$ cat src/rtl/uart_txfifo_bridge.sv
// CPU-facing TX FIFO in front of the CPLD UART adapter: queues console bytes, polls adapter
// status and drains when ready, and serialises CPU RX reads. Optional flush via UART_TXFIFO_FLUSH_EN.
module uart_txfifo_bridge #(
    parameter int DEPTH_LOG2      = 4,
    parameter int WR_PULSE_CYCLES = 2,
    parameter int RD_PULSE_CYCLES = 2,
    parameter int POLL_GUARD      = 4
) (
    input  logic        clk_bus,
    input  logic        rst_n,
    input  logic [3:0]  cpu_address,
    input  logic [31:0] cpu_data_i,
    output logic [31:0] cpu_data_o,
    input  logic        cpu_read,
    input  logic        cpu_write,
    output logic        cpu_stall,
    output logic [3:0]  uart_address,
    output logic [31:0] uart_data_o,
    input  logic [31:0] uart_data_i,
    output logic        uart_read,
    output logic        uart_write
);
    localparam int DEPTH = 1 << DEPTH_LOG2;
    localparam int PW    = DEPTH_LOG2 + 1;
    localparam logic [PW-1:0] PTR_ONE  = PW'(1);
    localparam logic [7:0]    WR_LAST  = 8'(WR_PULSE_CYCLES - 1);
    localparam logic [7:0]    RD_LAST  = 8'(RD_PULSE_CYCLES - 1);
    localparam logic [7:0]    GD_LAST  = 8'(POLL_GUARD - 1);

    typedef enum logic [2:0] {S_IDLE, S_POLL, S_WRITE, S_GUARD, S_RXRD} state_t;

    state_t        state_q, state_d;
    logic [7:0]    cnt_q, cnt_d;
    logic [PW-1:0] wr_ptr_q, wr_ptr_d, rd_ptr_q, rd_ptr_d;
    logic          overflow_q, overflow_d;
    logic          tsre_last_q, tsre_last_d;
    logic          rx_pending_q, rx_pending_d;
    logic          rx_valid_q, rx_valid_d;
    logic [7:0]    rx_byte_q, rx_byte_d;
    logic          uart_read_q, uart_read_d;
    logic          uart_write_q, uart_write_d;
    logic [3:0]    uart_address_q, uart_address_d;
    logic [31:0]   uart_data_q, uart_data_d;
    logic [7:0]    mem_q [DEPTH];

    logic          full, empty, pop, push_ok, flush, rx_done;
    logic          addr_tx, addr_st;
    logic [PW-1:0] count;
    logic [31:0]   status;
    logic          unused_bits;

    assign unused_bits = ^{cpu_data_i[31:8], uart_data_i[31:8]};

    assign addr_tx = (cpu_address == 4'h8);
    assign addr_st = (cpu_address == 4'hC);
    assign count   = wr_ptr_q - rd_ptr_q;
    assign empty   = (wr_ptr_q == rd_ptr_q);
    assign full    = (wr_ptr_q[PW-1] != rd_ptr_q[PW-1]) &&
                     (wr_ptr_q[PW-2:0] == rd_ptr_q[PW-2:0]);
    // bit1/bit0 mimic the adapter's tready/tsre so existing polling code still works
    assign status  = {16'h0, 8'(count), 5'b0, overflow_q, ~full, empty & tsre_last_q};

`ifdef UART_TXFIFO_FLUSH_EN
    assign flush = cpu_write && (cpu_address == 4'h4) && cpu_data_i[0];
`else
    assign flush = 1'b0;
`endif

    always_comb begin
        state_d        = state_q;
        cnt_d          = cnt_q;
        tsre_last_d    = tsre_last_q;
        rx_valid_d     = 1'b0;
        rx_byte_d      = rx_byte_q;
        uart_read_d    = uart_read_q;
        uart_write_d   = uart_write_q;
        uart_address_d = uart_address_q;
        uart_data_d    = uart_data_q;
        pop            = 1'b0;
        rx_done        = 1'b0;

        case (state_q)
            S_IDLE: begin
                cnt_d = 8'd0;
                if (rx_pending_q) begin
                    state_d        = S_RXRD;
                    uart_read_d    = 1'b1;
                    uart_address_d = 4'h8;
                end else if (!empty) begin
                    state_d        = S_POLL;
                    uart_read_d    = 1'b1;
                    uart_address_d = 4'hC;
                end
            end
            S_POLL: begin
                tsre_last_d = uart_data_i[0];
                uart_read_d = 1'b0;
                cnt_d       = 8'd0;
                if (uart_data_i[1] && !empty) begin
                    pop            = 1'b1;
                    uart_data_d    = {24'h0, mem_q[rd_ptr_q[PW-2:0]]};
                    uart_write_d   = 1'b1;
                    uart_address_d = 4'h8;
                    state_d        = S_WRITE;
                end else begin
                    uart_address_d = 4'h0;
                    state_d        = S_IDLE;
                end
            end
            S_WRITE: begin
                if (cnt_q == WR_LAST) begin
                    uart_write_d   = 1'b0;
                    uart_address_d = 4'h0;
                    cnt_d          = 8'd0;
                    state_d        = S_GUARD;
                end else begin
                    cnt_d = cnt_q + 8'd1;
                end
            end
            S_GUARD: begin
                // lets the adapter's synchronised tready settle before the next poll
                if (cnt_q == GD_LAST) begin
                    cnt_d   = 8'd0;
                    state_d = S_IDLE;
                end else begin
                    cnt_d = cnt_q + 8'd1;
                end
            end
            S_RXRD: begin
                if (cnt_q == RD_LAST) begin
                    rx_byte_d      = uart_data_i[7:0];
                    rx_valid_d     = 1'b1;
                    rx_done        = 1'b1;
                    uart_read_d    = 1'b0;
                    uart_address_d = 4'h0;
                    cnt_d          = 8'd0;
                    state_d        = S_IDLE;
                end else begin
                    cnt_d = cnt_q + 8'd1;
                end
            end
            default: state_d = S_IDLE;
        endcase

        rx_pending_d = rx_pending_q;
        if (rx_done)
            rx_pending_d = 1'b0;
        else if (cpu_read && addr_tx && !rx_valid_q)
            rx_pending_d = 1'b1;

        push_ok  = cpu_write && addr_tx && (!full || pop) && !flush;
        wr_ptr_d = push_ok ? wr_ptr_q + PTR_ONE : wr_ptr_q;
        rd_ptr_d = pop ? rd_ptr_q + PTR_ONE : rd_ptr_q;
        if (flush)
            rd_ptr_d = wr_ptr_q;

        overflow_d = overflow_q;
        if (cpu_write && addr_tx && full && !pop && !flush)
            overflow_d = 1'b1;
        else if ((cpu_read && addr_st) || flush)
            overflow_d = 1'b0;
    end

    always_ff @(posedge clk_bus) begin
        if (push_ok)
            mem_q[wr_ptr_q[PW-2:0]] <= cpu_data_i[7:0];
    end

    always_ff @(posedge clk_bus) begin
        rx_byte_q   <= rx_byte_d;
        uart_data_q <= uart_data_d;
        if (!rst_n) begin
            state_q        <= S_IDLE;
            cnt_q          <= 8'd0;
            wr_ptr_q       <= '0;
            rd_ptr_q       <= '0;
            overflow_q     <= 1'b0;
            tsre_last_q    <= 1'b1;
            rx_pending_q   <= 1'b0;
            rx_valid_q     <= 1'b0;
            uart_read_q    <= 1'b0;
            uart_write_q   <= 1'b0;
            uart_address_q <= 4'h0;
            uart_data_q    <= 32'h0;
        end else begin
            state_q        <= state_d;
            cnt_q          <= cnt_d;
            wr_ptr_q       <= wr_ptr_d;
            rd_ptr_q       <= rd_ptr_d;
            overflow_q     <= overflow_d;
            tsre_last_q    <= tsre_last_d;
            rx_pending_q   <= rx_pending_d;
            rx_valid_q     <= rx_valid_d;
            uart_read_q    <= uart_read_d;
            uart_write_q   <= uart_write_d;
            uart_address_q <= uart_address_d;
        end
    end

    always_comb begin
        cpu_data_o = 32'h0;
        if (rst_n && cpu_read) begin
            if (addr_st)
                cpu_data_o = status;
            else if (addr_tx && rx_valid_q)
                cpu_data_o = {24'h0, rx_byte_q};
        end
    end

    assign cpu_stall    = rst_n && cpu_read && addr_tx && !rx_valid_q;
    assign uart_read    = uart_read_q;
    assign uart_write   = uart_write_q;
    assign uart_address = uart_address_q;
    assign uart_data_o  = uart_data_q;
endmodule

$ cat config.mk
export PLATFORM = sky130hd
export DESIGN_NAME = uart_txfifo_bridge
export DESIGN_NICKNAME = d
export VERILOG_FILES = /design/src/rtl/uart_txfifo_bridge.sv
export SDC_FILE = /design/constraint.sdc
export NUM_CORES = 1
export LEC_CHECK = 0
export CORE_MARGIN = 8
export CORE_UTILIZATION = 57
export CTS_CLUSTER_SIZE = 12
export DETAILED_ROUTE_END_ITERATION = 8
export DONT_BUFFER_PORTS = 1
export GPL_ROUTABILITY_DRIVEN = 0
export PLACE_DENSITY = 0.75
export RECOVER_POWER = 50
export SLEW_MARGIN = 15
export SYNTH_ARGS = -nofsm -noshare
export SYNTH_HDL_FRONTEND = slang
export SYNTH_SLANG_ARGS = --single-unit
$ cat constraint.sdc
create_clock -name clk_bus -period 2.75 [get_ports clk_bus]
set_input_delay 0.1375 -clock clk_bus [delete_from_list [all_inputs] [get_ports clk_bus]]
set_output_delay 0.1375 -clock clk_bus [all_outputs]
set_load 0.1 [all_outputs]
-- Word level (Yosys, flattened, before mapping)
Memories as Yosys holds them, arrays and structs flattened. A register that Yosys moved wholly into a read port is not among the register bits.
Index checks and enable logic that the tools add are counted.
- output and inout port bits: 71
- memories kept: 1
- register bits: 39
- bits in writable memories: 128
- equal/unequal tests: 17
- $add $sub $neg: 4
- multiplexer cells: 32
- bitwise operators: 3
- reduce and logical (&&, ||, !) cells: 34
- memory list (memory ; words ; width ; rd ports ; clocked after memory_dff ; wr ports ; RTL line ; text):
    mem_q ; 16 ; 8 ; 1 ; 1 ; 1 ; 44 ; logic [7:0] mem_q [DEPTH];
- operators with widths (cell ; number):
    2-to-1 mux 13 bit ; 2
    2-to-1 mux 8 bit ; 3
    case mux 8 bit (3 select lines) ; 1
    2-to-1 mux 4 bit ; 4
    2-to-1 mux 3 bit ; 5
    case mux 3 bit (5 select lines) ; 1
    logical AND 1 bit ; 13
    2-to-1 mux 1 bit ; 12
    case mux 4 bit (3 select lines) ; 1
    adder 5 x 1 -> 5 bit, second input constant ; 2
    AND reduction 3 bit ; 3
    nonzero test 3 bit ; 3
    adder 8 x 1 -> 8 bit, second input constant ; 1
    equality test 4 bit, second input constant ; 2
    equality test 8 x 1 -> 1 bit, second input constant ; 1
    equality test 8 x 2 -> 1 bit, second input constant ; 1
    != test 2 bit, second input constant ; 4
    equality test 3 x 2 -> 1 bit, second input constant ; 2
    OR reduction 2 bit ; 3
    equality test 5 bit ; 1
    logical NOT 1 bit ; 5
    subtractor 5 bit ; 1
    equality test 4 bit ; 1
    AND reduction 2 bit ; 2
    other kinds (14) ; 16

-- Depth between registers and ports, before layout
Gate-level depths: netlist of the first run.
- depth after elaboration: 9
- depth in mapped cells: 9
- mapped depth without buffers: 7

-- Worst setup path after synthesis of the first run
Ideal clock, no wire load.
- kind: flip-flop to output port
- start: reg rd_ptr_q[1]
- end: out cpu_data_o[1]
- data required time: 2.612 ns
- slack: -1.059 ns
- path buffers: 2
- stages on the path, launching flop included: 8
- arrival time: 3.671 ns
- cell sequence: dfxtp_1 -> clkbuf_1 -> inv_2 -> ha_1 -> nand4_1 -> clkbuf_1 -> nor2_1 -> o21ai_0
- cells in the longest elaborated chain, start to end: 5
- ends and longest elaborated chain (element ; RTL line ; text):
    start, declared ; 34 ; logic [PW-1:0] wr_ptr_q, wr_ptr_d, rd_ptr_q, rd_ptr_d;
    start signal, assigned ; 189 ; rd_ptr_q <= rd_ptr_d;
    equality test 4 bit ; 59 ; (wr_ptr_q[PW-2:0] == rd_ptr_q[PW-2:0]);
    logical AND 1 bit ; 58 ; assign full = (wr_ptr_q[PW-1] != rd_ptr_q[PW-1]) &&
    NOT 1 bit ; 61 ; assign status = {16'h0, 8'(count), 5'b0, overflow_q, ~full, empty & tsre_last_q};
    2-to-1 mux 13 bit ; 203 ; if (addr_st)
    2-to-1 mux 13 bit ; 202 ; if (rst_n && cpu_read) begin
    end, declared ; 13 ; output logic [31:0] cpu_data_o,
No other way between the ends.

-- Worst setup path in the final report of the first run
- start: reg wr_ptr_q[0]
- end: out cpu_data_o[12]
- cells in the longest elaborated chain, start to end: 3
- ends and longest elaborated chain (element ; RTL line ; text):
    start, declared ; 34 ;
    start signal, assigned ; 188 ; wr_ptr_q <= wr_ptr_d;
    subtractor 5 bit ; 56 ; assign count = wr_ptr_q - rd_ptr_q;
    2-to-1 mux 13 bit ; 203 ;
    2-to-1 mux 13 bit ; 202 ;
No other way between the ends.

==> metrics.log, run 1 <==
[metrics] result of the run: finished clean
[metrics] total half-perimeter wirelength after legalization and detailed placement: between 10,000 and 15,000 um
[metrics] number of hold-slack violations in the final timing report: 0
[metrics] horizontal extent of the die: around 130 um
[metrics] ys flop type: edfxtp_1
[metrics] fmax: 0.391 GHz
[metrics] Post-Syn Instances: 548
[metrics] pin count of the biggest net entering global routing: 36
[metrics] commonest cells after routing, fill and taps aside: edfxtp_1, conb_1, mux2i_1
[metrics] # setup viols final: 0
[metrics] detailed-route DRC error count: 0
[metrics] syn_area_per_cell: between 10 and 15 um^2
[metrics] met1 layer wirelength in the final routing: 6300 um
[metrics] Yosys warnings: 0
[metrics] flops & latches, synth: 173
[metrics] kind of end point of the critical path: primary output
[metrics] Sink Count: 173
[metrics] CORE AREA: 13,200 um^2
[metrics] Async S/R FF share, synth: 0
[metrics] largest stage delay on the critical path: around 400 ps
[metrics] floorplan row count: 42
[metrics] die footprint: 17,400 um^2
[metrics] initial standard-cell utilization of the core: 0.580
[metrics] Pleak: approximately 2.9 nW
[metrics] Overall Global Routing Usage: 0.189
[metrics] worst slew slack as a fraction of its limit: 0.138
[metrics] number of DRC markers after the initial detailed-route iteration: a little over 400
[metrics] Min Clock Period, post-route: 2560 ps
[metrics] Post-Route Utilization: 0.664
[metrics] per-cell routed wire length: about 20 um
[metrics] Worst Tran Pin Value: ~1300 ps
[metrics] largest vdd supply drop: roughly 0.66 mV
[metrics] worst hold stages: 3
[metrics] worst-path cell with the longest stage delay: fa_1
[metrics] chip height: between 100 and 150 um
[metrics] max-capacitance violation count: 0
[metrics] worst-case register-to-register setup slack: roughly 280 ps
[metrics] number of antenna violations at the first check in global routing: 0
[metrics] Vias per Instance: ~5.7
[metrics] Critical Path Source Type: register
[metrics] Post-synth EDFFs: about 140
[metrics] wire length of the first global-routing pass: 25,000 um
[metrics] port bufs: 0
[metrics] CTS buffer count: 17
[metrics] list of cells traversed by the critical path: inv_1 -> ha_1 -> fa_1 -> nor2b_2 -> o21ai_0 -> and3_1 -> nor3_4 -> buf_12
[metrics] RSZ-0062 raised after global routing: false
[metrics] ANT cells: 0
[metrics] antenna viol nets, final: 0
[metrics] Final Slew Violations: 0
[metrics] final WL: 15,900 um
[metrics] class of the worst hold path: input pin to register
[metrics] number of buffers inserted to repair setup after CTS: 0
[metrics] maximum level of the CTS H-tree: 4
[metrics] worst flop-to-flop path endpoint: mem_q[7][3]
[metrics] Final Net Count: 690
[metrics] Crit path required time: roughly 2600 ps
[metrics] met3 wirelength from detailed routing: ~1100 um
[metrics] met2 wire length: ~8300 um
[metrics] sum of negative setup slack: 0 ps
[metrics] maximum fanout count along the critical path: 5
[metrics] final clock period utilization by the worst path: 0.931
[metrics] uppermost signal routing layer after detailed routing: met4
[metrics] latest clock arrival within the worst-skew pair: 430 ps
[metrics] hold path startpoint: cpu_write
[metrics] CP Data Arrival Time: between 2000 and 2500 ps
[metrics] vias in the first global route: approximately 4.6k
[metrics] most common cell after layout, fill and taps aside: edfxtp_1
[metrics] buffer cell driving the clock tree root: clkbuf_16
[metrics] maximum clock skew at final layout: about 12 ps
[metrics] number of distinct library cells after synthesis: 62
[metrics] sequential share of the synthesized area: 0.631
[metrics] ratio of total power to cell area: around 630 nW/um^2
[metrics] post-synthesis cell area: about 7600 um^2
[metrics] fraction of layout cells with a size suffix above 1: 0.168
[metrics] first-pass iteration count of the detailed router: 5
[metrics] P&R area growth vs syn: 14.5%
[metrics] endpoint of the worst hold path: wr_ptr_q[0]
[metrics] detailed-route via count: 4,557
[metrics] path type of the worst setup path: register to primary output
[metrics] I/O pin total: 143
[metrics] residual overflow from global routing: 0
[metrics] maximum clock insertion buffer count: 2
[metrics] number of cells on the worst reg-to-reg path: 6
[metrics] clock transition at the register clock pins on the worst setup and hold paths after CTS: ~60 ps
[metrics] WHS: around 50 ps
[metrics] TritonCTS clock tree: built
[metrics] startpoint of the lowest-slack register-to-register path: wr_ptr_q[0]
per-stage QoR:
step,total power [mW],instance area (um^2),instances,setup slack (ps)
floorplan,3.26,7860,592,-307
global placement,3.22,8040,741,278
detailed placement,3.22,8040,741,192
CTS,5.58,8830,795,42.3
global route,5.71,8750,795,54.2
finish,5.54,8750,795,191
state kept, by name (all words and copies together), names as in the netlist:
name          flops
rx_valid_q        1
uart_address      2
state_q           3
uart_read         1
overflow_q        1
mem_q           128
tsre_last_q       1
rd_ptr_q          5
cnt_q             8
rx_byte_q         8
wr_ptr_q          5
rx_pending_q      1
uart_write        1
uart_data_o       8
where the power goes:
part | internal (mW) | switching [mW] | total [mW]
Combinational | 0.0386 | 0.356 | 0.394
Sequential | 2.82 | 0.00314 | 2.82
Clock | 1.28 | 1.05 | 2.33
Total | 4.14 | 1.41 | 5.54
layer usage:
layer | vias up | GRT usage
li1 | 2115 | -
met1 | 2242 | 0.219
met2 | 180 | 0.323
met3 | 20 | 0.0625
met4 | 0 | 0.0638
met5 | - | 0
worst max-delay path, delay by kind of cell (launching register included):
kind	cells	cell delay, ps
DFF	1	370
adders and majority gates	2	640
AOI/OAI and AO/OA	1	110
and+or+nand+nor	3	560
buffers and inverters	2	310
cells in the mapped netlist (6+ instances only):
library cell  count  area [um^2]
mux4_2           16          360
a21oi_1          19         95.1
clkbuf_1         14         52.6
ha_1             11          138
a211oi_1          8         60.1
o22ai_1          16          100
inv_1            13         48.8
nand3_1          10         50.1
nand2_1          25         93.8
and2_1            6         37.5
edfxtp_1        136         4080
nor3_1           10         50.1
o21ai_0          17         85.1
mux2i_1          37          370
mux2_2            8         90.1
buf_4            45          338
buf_2             7         35.0
dfxtp_1          37          741
nor2_1           32          120
kinds of logic (layout without fill, tap and decap cells):
group / count (synthesis) / count (layout) / share of synthesized area
other cells: 1 / 45 / 0.000491
fa+ha+maj: 12 / 12 / 0.0206
compound gates: 92 / 92 / 0.0843
flops: 173 / 173 / 0.631
simple gates: 117 / 117 / 0.0817
buf+inv: 84 / 111 / 0.0645
mux: 62 / 62 / 0.109
xor+xnor: 7 / 7 / 0.00802
cell type report:
type	instances	area (um^2)
clock buffers	17	425
repair buffers	64	527
multi-input cells	335	2550
clock inverters	15	151
fillers	931	4440
flip-flops and latches	173	4830
inverters	15	56.3
well taps	176	220
what timing repair did:
action	in CTS	in global routing
setup endpoints to repair	0	9
hold buffers	22	0
endpoints found under the hold margin	155	0
gates resized for setup	0	3
worst max path at each step:
| stage | slack (ps) | to | from | cells past startpoint |
|---|---|---|---|---|
| after detailed placement | 190 | mem_q[4][6] | wr_ptr_q[0] | 6 |
| after CTS | 40 | cpu_data_o[12] | wr_ptr_q[0] | 8 |
| final | 190 | cpu_data_o[12] | wr_ptr_q[0] | 8 |
| after global routing | 50 | cpu_data_o[12] | wr_ptr_q[0] | 8 |
| after floorplan | -310 | cpu_data_o[1] | rd_ptr_q[1] | 7 |
| after global placement | 280 | mem_q[4][6] | wr_ptr_q[0] | 6 |
Power figures use the tool's default switching activity.
==> run 2, diff against run 1 <==
- ABC_AREA: default -> 1
==> metrics.log, run 2 <==
[metrics] TritonCTS clock tree: built
[metrics] number of antenna violations at the first check in global routing: 2 (+2)
[metrics] antenna viol nets, final: 0 (unchanged)
[metrics] largest cells by area after synthesis: edfxtp_1, nand2_1, dfxtp_1
[metrics] simple-gate portion of the synthesized area: 0.250 (+0.168)
[metrics] buffer cell driving the clock tree root: clkbuf_16
[metrics] Worst Tran Pin Value: 1240 ps (-55.4 ps)
[metrics] Crit path buffers/inverters: 2 (unchanged)
[metrics] Async S/R FF share, synth: 0 (unchanged)
[metrics] area occupied by registers: 4830 um^2 (unchanged)
[metrics] number of DRC markers after the initial detailed-route iteration: 523 (+29%)
[metrics] RSZ-0062 raised after global routing: false
[metrics] mux contribution to synthesized area: 0 (-0.109)
[metrics] chip height: 136 um (+3.0%)
[metrics] WHS: 46.4 ps (-3.29 ps)
[metrics] class of the worst hold path: input pin to register
[metrics] path type of the worst setup path: register to primary output
[metrics] Post-synth EDFFs: 136 (unchanged)
[metrics] largest stage delay on the critical path: 400 ps (about the same)
[metrics] vias in the first global route: 5,270 (+16%)
[metrics] per-cell routed wire length: 15.9 um (-21%)
[metrics] # setup viols final: 0 (unchanged)
[metrics] initial standard-cell utilization of the core: 0.586 (+0.00666)
[metrics] Critical Path Source Type: register
[metrics] number of distinct library cells after synthesis: 39 (-37%)
[metrics] Overall Global Routing Usage: 0.196 (+0.00670)
[metrics] combinational family with the most area after synthesis: simple AND/OR/NAND/NOR gates
[metrics] CTS buffer count: 17 (unchanged)
[metrics] horizontal extent of the die: 136 um (+3.0%)
[metrics] fmax: 0.394 GHz (+0.71%)
[metrics] adder and majority cell fraction of the synthesized area: 0.0193 (-0.00132)
[metrics] ratio of total power to cell area: 651 nW/um^2 (+2.8%)
[metrics] commonest cells after routing, fill and taps aside: nand2_1, edfxtp_1, nor2_1
[metrics] I/O pin total: 143 (unchanged)
[metrics] Post-Route Utilization: 0.669 (+0.00504)
[metrics] leading cell types by count after synthesis: nand2_1, edfxtp_1, nor2_1, nand3_1, inv_1
[metrics] post-synthesis cell area: 8170 um^2 (+6.9%)
[metrics] Final Net Count: 1,018 (+48%)
[metrics] ys flop type: edfxtp_1
[metrics] detailed-route DRC error count: 0 (unchanged)
[metrics] Yosys warnings: 0 (unchanged)
[metrics] final WL: 17,900 um (+13%)
[metrics] pin count of the biggest net entering global routing: 67 (+86%)
[metrics] CORE AREA: 13,900 um^2 (+5.6%)
[metrics] sum of negative setup slack: 0 ps (unchanged)
[metrics] share of the synthesized area in compound gates (AO/OA/AOI/OAI): 0.0372 (-0.0471)
[metrics] fraction of post-synthesis cell area in the top cell type by area: 0.500 (-0.0343)
[metrics] Filler Cell Count: 1,057 (+14%)
[metrics] wire length of the first global-routing pass: 27,300 um (+9.4%)
[metrics] hold path startpoint: cpu_read
[metrics] startpoint of the lowest-slack register-to-register path: wr_ptr_q[2]
[metrics] most frequent cell after synthesis: nand2_1
[metrics] latest clock arrival within the worst-skew pair: 440 ps (about the same)
[metrics] number of buffers inserted to repair setup after CTS: 0 (unchanged)
[metrics] combined area of the multi-input logic cells: 2760 um^2 (+8.3%)
[metrics] maximum clock skew at final layout: 8.55 ps (-3.62 ps)
[metrics] Min Clock Period, post-route: 2540 ps (-18.1 ps)
[metrics] Final Slew Violations: 0 (unchanged)
[metrics] Vias per Instance: 5.22 (-8.9%)
[metrics] Most Frequent Cell on Critical Path: nor2_1
[metrics] Pleak: 3.87 nW (+35%)
[metrics] max-capacitance violation count: 0 (unchanged)
[metrics] syn_area_per_cell: 9.33 um^2 (-33%)
[metrics] worst-path cell with the longest stage delay: fa_1
[metrics] detailed-route via count: 5,899 (+29%)
[metrics] first-pass iteration count of the detailed router: 6 (+1)
[metrics] Sink Count: 173 (unchanged)
[metrics] port bufs: 0 (unchanged)
[metrics] maximum fanout count along the critical path: 5 (unchanged)
[metrics] maximum level of the CTS H-tree: 4 (unchanged)
[metrics] first element of the critical path: wr_ptr_q[0]
[metrics] Post-Syn Instances: 876 (+60%)
[metrics] number of hold-slack violations in the final timing report: 0 (unchanged)
[metrics] final clock period utilization by the worst path: 0.924 (-0.00659)
[metrics] largest delay contributor family on the critical path: adder cells
[metrics] number of flip-flops under the largest register name: 128 (unchanged)
[metrics] CP Data Arrival Time: 2400 ps (-20 ps)
[metrics] list of cells traversed by the critical path: inv_1 -> ha_1 -> fa_1 -> nor2_2 -> nor2_1 -> nor2_1 -> nor2_1 -> xor2_1 -> nor2_2 -> buf_12
[metrics] most common cell after layout, fill and taps aside: nand2_1
[metrics] clock transition at the register clock pins on the worst setup and hold paths after CTS: 70 ps (about the same)
[metrics] cell taking the most area after synthesis: edfxtp_1
[metrics] P&R area growth vs syn: 14.1%
[metrics] synthesized-area fraction occupied by xor and xnor cells: 0.00536 (-0.00266)
[metrics] floorplan row count: 43 (+2.4%)
[metrics] largest vdd supply drop: 0.518 mV (-21%)
[metrics] sequential share of the synthesized area: 0.591 (-0.0405)
[metrics] residual overflow from global routing: 0 (unchanged)
[metrics] maximum clock insertion buffer count: 2 (unchanged)
[metrics] Crit path required time: 2610 ps (about the same)
[metrics] result of the run: finished clean
[metrics] fraction of layout cells with a size suffix above 1: 0.119 (-0.0487)
[metrics] total half-perimeter wirelength after legalization and detailed placement: 11,300 um (+9.5%)
[metrics] kind of end point of the critical path: primary output
[metrics] flops & latches, synth: 173 (unchanged)
[metrics] die footprint: 18,400 um^2 (+6.0%)
[metrics] worst slew slack as a fraction of its limit: 0.178 (+0.0405)
-- run 2: cell count changes after synthesis, sizes merged, moves of 11 or more --
cell	delta
inv	+52
nand3	+60
nand2	+273
mux2i	-37
nor2	+70
buf	+16
mux4	-16
o21ai	+11
o22ai	-16
-- run 2: path summary, 6_finish.rpt --
check                   endpoint  slack [ps]  cells past startpoint
hold / removal        overflow_q          50                      3
hold reg to reg      tsre_last_q         480                      2
setup reg to reg     mem_q[3][6]         540                     11
setup / recovery  cpu_data_o[12]         210                     10
-- run 2: per-stage QoR --
stage | instance area (um^2) | worst slack [ps] | total power [mW] | cells
after floorplan | 8350 | -244 | 3.60 | 920
after global placement | 8550 | 577 | 3.62 | 1075
after detailed placement | 8550 | 550 | 3.63 | 1075
after CTS | 9360 | 95.7 | 6.10 | 1127
after global routing | 9320 | 74.3 | 6.22 | 1129
final | 9320 | 209 | 6.06 | 1130
-- run 2: timing repair --
action | CTS | global route
setup endpoints to repair | 0 | 1
hold buffers | 20 | 0
endpoints found under the hold margin | 162 | 0
resized for setup | 0 | 2
-- run 2: metal layers --
| layer | global-route usage | share of wire | vias up |
|---|---|---|---|
| met2 | 0.314 | 0.48 | 246 |
| li1 | - | - | 2878 |
| met4 | 0.0907 | 0.024 | 0 |
| met3 | 0.0404 | 0.090 | 30 |
| met5 | 0 | 0 | - |
| met1 | 0.249 | 0.40 | 2745 |
-- run 2: report_power, final --
| group | total, mW | switching, mW | internal (mW) |
|---|---|---|---|
| registers | 2.87 | 0.0221 | 2.85 |
| clock network | 2.44 | 1.05 | 1.40 |
| logic | 0.749 | 0.636 | 0.113 |
-- run 2: kinds of logic after synthesis --
kind of cell / after synthesis
buf+inv: 145
other cells: 1
compound gates: 57
simple gates: 483
xor+xnor: 5
flops: 173
fa+ha+maj: 12
-- run 2: area by class of cell --
cell class / instances / area share
inverters: 69 / 0.0289
flip-flops and latches: 173 / 0.518
multi-input cells: 602 / 0.296
diodes: 3 / 0.000806
clock buffers: 18 / 0.0471
clock inverters: 14 / 0.0184
repair buffers: 71 / 0.0667
well taps: 180 / 0.0242
-- run 2: tightest hold or removal path, stage by stage --
cell     delay, ps
inv_1           60
o21ai_0        170
a21oi_1         70
